$ cat src/rtl/sat_sweeper_pkg.sv
// Shared state encoding and arithmetic helpers for the candidate sweeper.
package sat_sweeper_pkg;

    localparam logic [1:0] ST_IDLE = 2'd0;
    localparam logic [1:0] ST_RUN  = 2'd1;
    localparam logic [1:0] ST_DONE = 2'd2;

    typedef enum logic [1:0] {
        IDLE = ST_IDLE,
        RUN  = ST_RUN,
        DONE = ST_DONE
    } state_e;

    // Terminal prescaler count for a given DELAY: all-ones in the low DELAY bits.
    function automatic logic [31:0] presc_last(input int unsigned delay);
        return 32'((64'd1 << delay) - 64'd1);
    endfunction

    function automatic logic [31:0] sat_inc(input logic [31:0] v, input logic [31:0] max_v);
        return (v >= max_v) ? v : v + 32'd1;
    endfunction

endpackage

$ cat src/rtl/sat_sweeper_if.sv
// Sweeper <-> predicate/status bundle; master is the sweeper side.
interface sat_sweeper_if #(
    parameter int BITS  = 3,
    parameter int CNT_W = 16
);
    logic             start;
    logic [BITS-1:0]  candidate;
    logic             result;
    logic             busy;
    logic             done;
    logic             found;
    logic [BITS-1:0]  first_hit;
    logic [CNT_W-1:0] hit_count;
`ifdef SAT_SWEEPER_LAST_HIT_EN
    logic [BITS-1:0]  last_hit;

    modport master (input start, result,
                    output candidate, busy, done, found, first_hit, hit_count, last_hit);
    modport slave  (output start, result,
                    input candidate, busy, done, found, first_hit, hit_count, last_hit);
`else
    modport master (input start, result,
                    output candidate, busy, done, found, first_hit, hit_count);
    modport slave  (output start, result,
                    input candidate, busy, done, found, first_hit, hit_count);
`endif
endinterface

$ cat src/rtl/sat_sweeper_prescaler.sv
// Hold-time prescaler: tick when the DELAY-bit counter is all-ones while enabled.
// DELAY=0 degenerates to tick=en with no state.
module sweep_prescaler
    import sat_sweeper_pkg::*;
#(
    parameter int DELAY = 22
) (
    input  logic clk,
    input  logic rst,
    input  logic clear,
    input  logic en,
    output logic tick
);
    generate
        if (DELAY == 0) begin : g_none
            logic unused_presc;
            assign unused_presc = ^{clk, rst, clear};
            assign tick = en;
        end else begin : g_cnt
            logic [DELAY-1:0] cnt_q, cnt_d;

            always_comb begin
                cnt_d = cnt_q;
                if (clear) begin
                    cnt_d = '0;
                end else if (en) begin
                    cnt_d = cnt_q + DELAY'(1);
                end
            end

            always_ff @(posedge clk or posedge rst) begin
                if (rst) begin
                    cnt_q <= '0;
                end else begin
                    cnt_q <= cnt_d;
                end
            end

            assign tick = en && (cnt_q == DELAY'(presc_last(DELAY)));
        end
    endgenerate
endmodule

$ cat src/rtl/sat_sweeper.sv
// Exhaustive sweeper: candidate 0..2^BITS-1, each held 2^DELAY cycles, done 2^(BITS+DELAY) after start.
// SAT_SWEEPER_LAST_HIT_EN adds last_hit (highest sampled hit this sweep).
module sat_sweeper
    import sat_sweeper_pkg::*;
#(
    parameter int BITS          = 3,
    parameter int DELAY         = 22,
    parameter int CNT_W         = 16,
    parameter int STOP_ON_FIRST = 0
) (
    input  logic clk,
    input  logic rst,
    sat_sweeper_if.master bus
);
    localparam logic [31:0] CNT_MAX = 32'((64'd1 << CNT_W) - 64'd1);

    logic [1:0]       state_q, state_d;
    logic [BITS-1:0]  cand_q, cand_d;
    logic [BITS-1:0]  first_q, first_d;
    logic [CNT_W-1:0] cnt_q, cnt_d;
    logic             busy_q, busy_d;
    logic             done_q, done_d;
    logic             found_q, found_d;
`ifdef SAT_SWEEPER_LAST_HIT_EN
    logic [BITS-1:0]  last_q, last_d;
`endif

    logic accept;
    logic running;
    logic tick;
    logic terminal;

    assign running  = (state_q == ST_RUN);
    // Start is honoured from IDLE and DONE alike; a start during RUN is dropped.
    assign accept   = !running && bus.start;
    assign terminal = (&cand_q) || ((STOP_ON_FIRST != 0) && bus.result);

    sweep_prescaler #(.DELAY(DELAY)) u_presc (
        .clk   (clk),
        .rst   (rst),
        .clear (accept),
        .en    (running),
        .tick  (tick)
    );

    always_comb begin
        state_d = state_q;
        cand_d  = cand_q;
        first_d = first_q;
        cnt_d   = cnt_q;
        busy_d  = busy_q;
        done_d  = done_q;
        found_d = found_q;
`ifdef SAT_SWEEPER_LAST_HIT_EN
        last_d  = last_q;
`endif
        if (accept) begin
            state_d = ST_RUN;
            cand_d  = '0;
            first_d = '0;
            cnt_d   = '0;
            busy_d  = 1'b1;
            done_d  = 1'b0;
            found_d = 1'b0;
`ifdef SAT_SWEEPER_LAST_HIT_EN
            last_d  = '0;
`endif
        end else if (running && tick) begin
            if (bus.result) begin
                cnt_d = CNT_W'(sat_inc(32'(cnt_q), CNT_MAX));
                if (!found_q) begin
                    found_d = 1'b1;
                    first_d = cand_q;
                end
`ifdef SAT_SWEEPER_LAST_HIT_EN
                last_d = cand_q;
`endif
            end
            if (terminal) begin
                state_d = ST_DONE;
                busy_d  = 1'b0;
                done_d  = 1'b1;
            end else begin
                cand_d = cand_q + BITS'(1);
            end
        end
    end

    always_ff @(posedge clk or posedge rst) begin
        if (rst) begin
            state_q <= ST_IDLE;
            cand_q  <= '0;
            first_q <= '0;
            cnt_q   <= '0;
            busy_q  <= 1'b0;
            done_q  <= 1'b0;
            found_q <= 1'b0;
`ifdef SAT_SWEEPER_LAST_HIT_EN
            last_q  <= '0;
`endif
        end else begin
            state_q <= state_d;
            cand_q  <= cand_d;
            first_q <= first_d;
            cnt_q   <= cnt_d;
            busy_q  <= busy_d;
            done_q  <= done_d;
            found_q <= found_d;
`ifdef SAT_SWEEPER_LAST_HIT_EN
            last_q  <= last_d;
`endif
        end
    end

    assign bus.candidate = cand_q;
    assign bus.busy      = busy_q;
    assign bus.done      = done_q;
    assign bus.found     = found_q;
    assign bus.first_hit = first_q;
    assign bus.hit_count = cnt_q;
`ifdef SAT_SWEEPER_LAST_HIT_EN
    assign bus.last_hit  = last_q;
`endif
endmodule

$ cat src/flat_wrapper.sv
// flat-port wrapper written by rule: the top's interface ports become plain ports
module sat_sweeper_flat import sat_sweeper_pkg::*;
#(
    parameter int BITS          = 3,
    parameter int DELAY         = 22,
    parameter int CNT_W         = 16,
    parameter int STOP_ON_FIRST = 0
)
  (clk, rst, bus_start, bus_result, bus_candidate, bus_busy, bus_done, bus_found, bus_first_hit, bus_hit_count);
  sat_sweeper_if #(.BITS(BITS), .CNT_W(CNT_W)) bus_i ();
  input  logic clk;
  input  logic rst;
  input wire logic [$bits(bus_i.start)-1:0] bus_start;
  input wire logic [$bits(bus_i.result)-1:0] bus_result;
  output wire logic [$bits(bus_i.candidate)-1:0] bus_candidate;
  output wire logic [$bits(bus_i.busy)-1:0] bus_busy;
  output wire logic [$bits(bus_i.done)-1:0] bus_done;
  output wire logic [$bits(bus_i.found)-1:0] bus_found;
  output wire logic [$bits(bus_i.first_hit)-1:0] bus_first_hit;
  output wire logic [$bits(bus_i.hit_count)-1:0] bus_hit_count;
  assign bus_i.start = bus_start;
  assign bus_i.result = bus_result;
  assign bus_candidate = bus_i.candidate;
  assign bus_busy = bus_i.busy;
  assign bus_done = bus_i.done;
  assign bus_found = bus_i.found;
  assign bus_first_hit = bus_i.first_hit;
  assign bus_hit_count = bus_i.hit_count;
  sat_sweeper #(.BITS(BITS), .DELAY(DELAY), .CNT_W(CNT_W), .STOP_ON_FIRST(STOP_ON_FIRST)) u_core (.clk(clk), .rst(rst), .bus(bus_i));
endmodule
$ cat config.mk
export PLATFORM = sky130hd
export DESIGN_NAME = sat_sweeper_flat
export DESIGN_NICKNAME = d
export VERILOG_FILES = /design/src/rtl/sat_sweeper_pkg.sv /design/src/rtl/sat_sweeper_if.sv /design/src/rtl/sat_sweeper_prescaler.sv /design/src/rtl/sat_sweeper.sv /design/src/flat_wrapper.sv
export SDC_FILE = /design/constraint.sdc
export NUM_CORES = 1
export LEC_CHECK = 0
export ABC_AREA = 1
export BUFFER_PORTS_ARGS = -buffer_cell sky130_fd_sc_hd__buf_2
export CAP_MARGIN = 10
export CORE_UTILIZATION = 53
export CTS_BUF_LIST = sky130_fd_sc_hd__clkbuf_4 sky130_fd_sc_hd__clkbuf_8 sky130_fd_sc_hd__clkbuf_16
export DETAILED_ROUTE_END_ITERATION = 12
export HOLD_SLACK_MARGIN = 0.08
export PLACE_DENSITY = 0.76
export SLEW_MARGIN = 20
export SYNTH_ARGS = -nofsm -noshare
export SYNTH_HDL_FRONTEND = slang
export SYNTH_HIERARCHICAL = 1
export SYNTH_SLANG_ARGS = --single-unit
$ cat constraint.sdc
create_clock -name clk -period 1.88 [get_ports clk]
set_input_delay 0.376 -clock clk [delete_from_list [all_inputs] [get_ports clk]]
set_output_delay 0.376 -clock clk [all_outputs]
set_load 0.02 [all_outputs]
==> metrics.txt <==
most common flop cell mapped by yosys dfrtp_1; routability-driven placement congestion ratio 0.843; maxcap violations 0; drt wl/cell 12.9 microns; Max IR drop VDD 0.000360 V; CP max FO 7; register area share after synthesis 0.410; drt pass-1 iters 5; area leader, netlist dfrtp_1; post-layout util 0.680; die width 75.6 microns; Worst path max stage delay 0.37 ns; Reg clk slew, reported paths 0.09 ns; initial core utilization 0.555; outcome finished clean; endpoints failing setup 0; Remaining DRCs 0; Synth top cells by count nand2_1, nor2_1, inv_1; fin crit share 0.971; static leakage 1.75 nW; Max-slew headroom 0.784; CTS tree built; routed wire length 6.71 mm; total number of vias 2689; FF-to-FF End u_core/bus.hit_count[11]; Post-Route M1 WL 2.93 mm; worst skew pair latency 0.30 ns; htree depth 2; unrepaired setup endpoints after global routing true; worst r2r path cells 14; global-route wire length before repair 10.5 mm; vias in the first global route 2410; Slowest-stage cell, CP dfrtp_1; Worst Setup SP u_core/u_presc/g_cnt.cnt_q[0]; IO Pins 29; largest net degree at the start of global routing 29; Worst R2R Setup Slack 0.05 ns; fmax 548 MHz; top post-synthesis cells by area dfrtp_1, nand2_1, nor2_1, inv_1, nand3_1; crit path cell chain ha_2 -> inv_4 -> nor2_4 -> nand2_2 -> nor2_4 -> nand2_1 -> nor2_1 -> nand2_1 -> nor2_2 -> nor2_2 -> clkinv_4 -> nand2_8 -> nand2_2 -> o21ai_2; clock skew 0.00866 ns; Tot GR Track Use 0.244; Row Count 26; most common cell in the netlist nand2_1; Post-synth EDFFs 0; Detailed Route Iter0 Violations 155; core area 0.00517 sq mm; worst hold slack 0.106 ns; Setup CP Type reg2reg; Period minus WS final 1.83 ns; synth warn 6; Slew @ Worst Pin 0.323 ns; Vert. Die Dim 75.6 microns; number of unique standard cell types used by synthesis 32; Syn-to-layout area delta 22.5%; initial antenna violation count 0; Die Area 0.00571 sq mm; via-per-instance ratio 5.16; DR top layer met4; clock root cell clkbuf_8; DRT antenna net count 0; synthesized instance count 389; crit path capture type flop; Post-synth ARST share 1.00; met3 WL 235 microns; DP Wirelength 4.60 mm; crit-path leading delay family simple AND/OR/NAND/NOR gates; Mapped Area 0.00287 sq mm; Avg Inst Size Synth 7.38 sq um; share of layout cells above drive strength 1 0.284; critical path startpoint category flop; post-synthesis sequential element count 47; Antenna diodes 0; CTS max path bufs 2; fin nets 458; Num CTS Buffers 5; clock tree sinks 47; Data required, critical path 2.07 ns; Hold Path Class in2async; WP data arrival 2.02 ns; Yosys top cell area share 0.410; final hold violations 0; met2 WL 3.48 mm; PortBufs 28; origin of the critical flop-to-flop path u_core/u_presc/g_cnt.cnt_q[0]; syn_nets 397; Worst Path Buf+Inv 2; power per standard cell area 704 mW/mm^2; fin. max-slew vios 0; GRT Residual Overflow 0
-- sequential cells by signal, summed over array words and instances (netlist names) --
signal and cells:
u_core/u_presc/g_cnt.cnt_q 22, u_core/bus.first_hit 3, u_core/state_q 1, u_core/bus.done 1
u_core/bus.hit_count 16, u_core/bus.found 1, u_core/bus.candidate 3
-- tightest hold or removal path, delay by kind of cell --
kind,cells,cell delay (ns)
buffers and inverters,3,0.42
-- power breakdown --
part | internal, W | total (W) | switching, W
logic | 0.000248 | 0.000565 | 0.000317
registers | 0.00110 | 0.00116 | 0.0000630
clock network | 0.000396 | 0.000749 | 0.000352
total | 0.00174 | 0.00248 | 0.000733
-- cell type report --
cell class / count / area (sq um)
fillers: 426 / 1660
flip-flops and latches: 47 / 1180
well taps: 70 / 87.6
repair buffers: 57 / 358
clock inverters: 3 / 43.8
inverters: 56 / 223
clock buffers: 5 / 68.8
multi-input cells: 283 / 1560
-- cell usage in the layout (no fill, tap or decap) --
master	Yosys	layout
nor2_8	1	1
nor3_2	1	1
inv_2	4	4
ha_2	0	1
ha_1	4	3
o21bai_1	3	3
o31ai_2	0	1
clkbuf_8	0	5
nand3_4	1	1
buf_2	1	28
dfrtp_1	47	47
nor3_1	1	1
bufinv_16	0	1
buf_4	1	29
nand3_1	33	32
o31ai_4	0	1
inv_4	1	3
o22ai_1	1	1
xor2_1	1	1
clkinv_4	0	2
o21ai_2	5	6
nand3_2	1	2
nand2_2	9	16
o21ai_0	18	17
nor2_4	9	10
nand2_1	95	85
nor2_2	7	7
nor3b_1	2	2
xnor2_1	2	2
nand2_8	0	2
inv_1	51	48
clkinv_2	0	1
nand2_4	2	6
o21ai_1	9	9
nand4_1	6	6
nor2_1	52	51
a21oi_1	15	15
-- metrics by stage --
step	instances	setup TNS, ns	area (sq um)	setup slack (ns)	power [W]
6_report	521	0	3520	0.0536	0.00248
2_1_floorplan	389	-0.848	2890	-0.0695	0.00151
4_1_cts	516	0	3390	0.0154	0.00245
3_5_place_dp	508	-0.00136	3270	-0.00136	0.00169
3_3_place_gp	508	0	3270	0.0550	0.00167
5_1_grt	521	-1.22	3520	-0.0835	0.00262
-- routing by layer --
| metal | track usage | vias to the layer above |
|---|---|---|
| met5 | 0 | - |
| met4 | 0.0597 | 0 |
| met3 | 0.0410 | 8 |
| met2 | 0.448 | 54 |
| met1 | 0.297 | 1270 |
| li1 | - | 1357 |
-- worst max path at each step --
stage                          endpoint  slack, ns  depth (start not counted)
2_1_floorplan   u_core/bus.hit_count[4]      -0.07                         15
3_3_place_gp    u_core/bus.hit_count[4]       0.06                         14
3_5_place_dp    u_core/bus.hit_count[4]     -0.001                         14
4_1_cts         u_core/bus.first_hit[1]       0.02                         12
5_1_grt         u_core/bus.hit_count[3]      -0.08                         14
6_report       u_core/bus.hit_count[11]       0.05                         14
-- cells by family after synthesis --
kind of cell               synth area share
AOI/OAI and AO/OA                     0.104
xor gates and xnor gates            0.00916
adders and majority gates            0.0174
buffers and inverters                0.0916
DFF                                   0.410
and+or+nand+nor                       0.368
-- what timing repair did --
action,in CTS,in global routing
gates cloned,0,3
setup endpoints to repair,15,22
gates resized for setup,2,22
hold buffers,0,0
buffers inserted,0,2
pin swaps,1,11
Note: power is estimated with default switching activity, not from simulation.
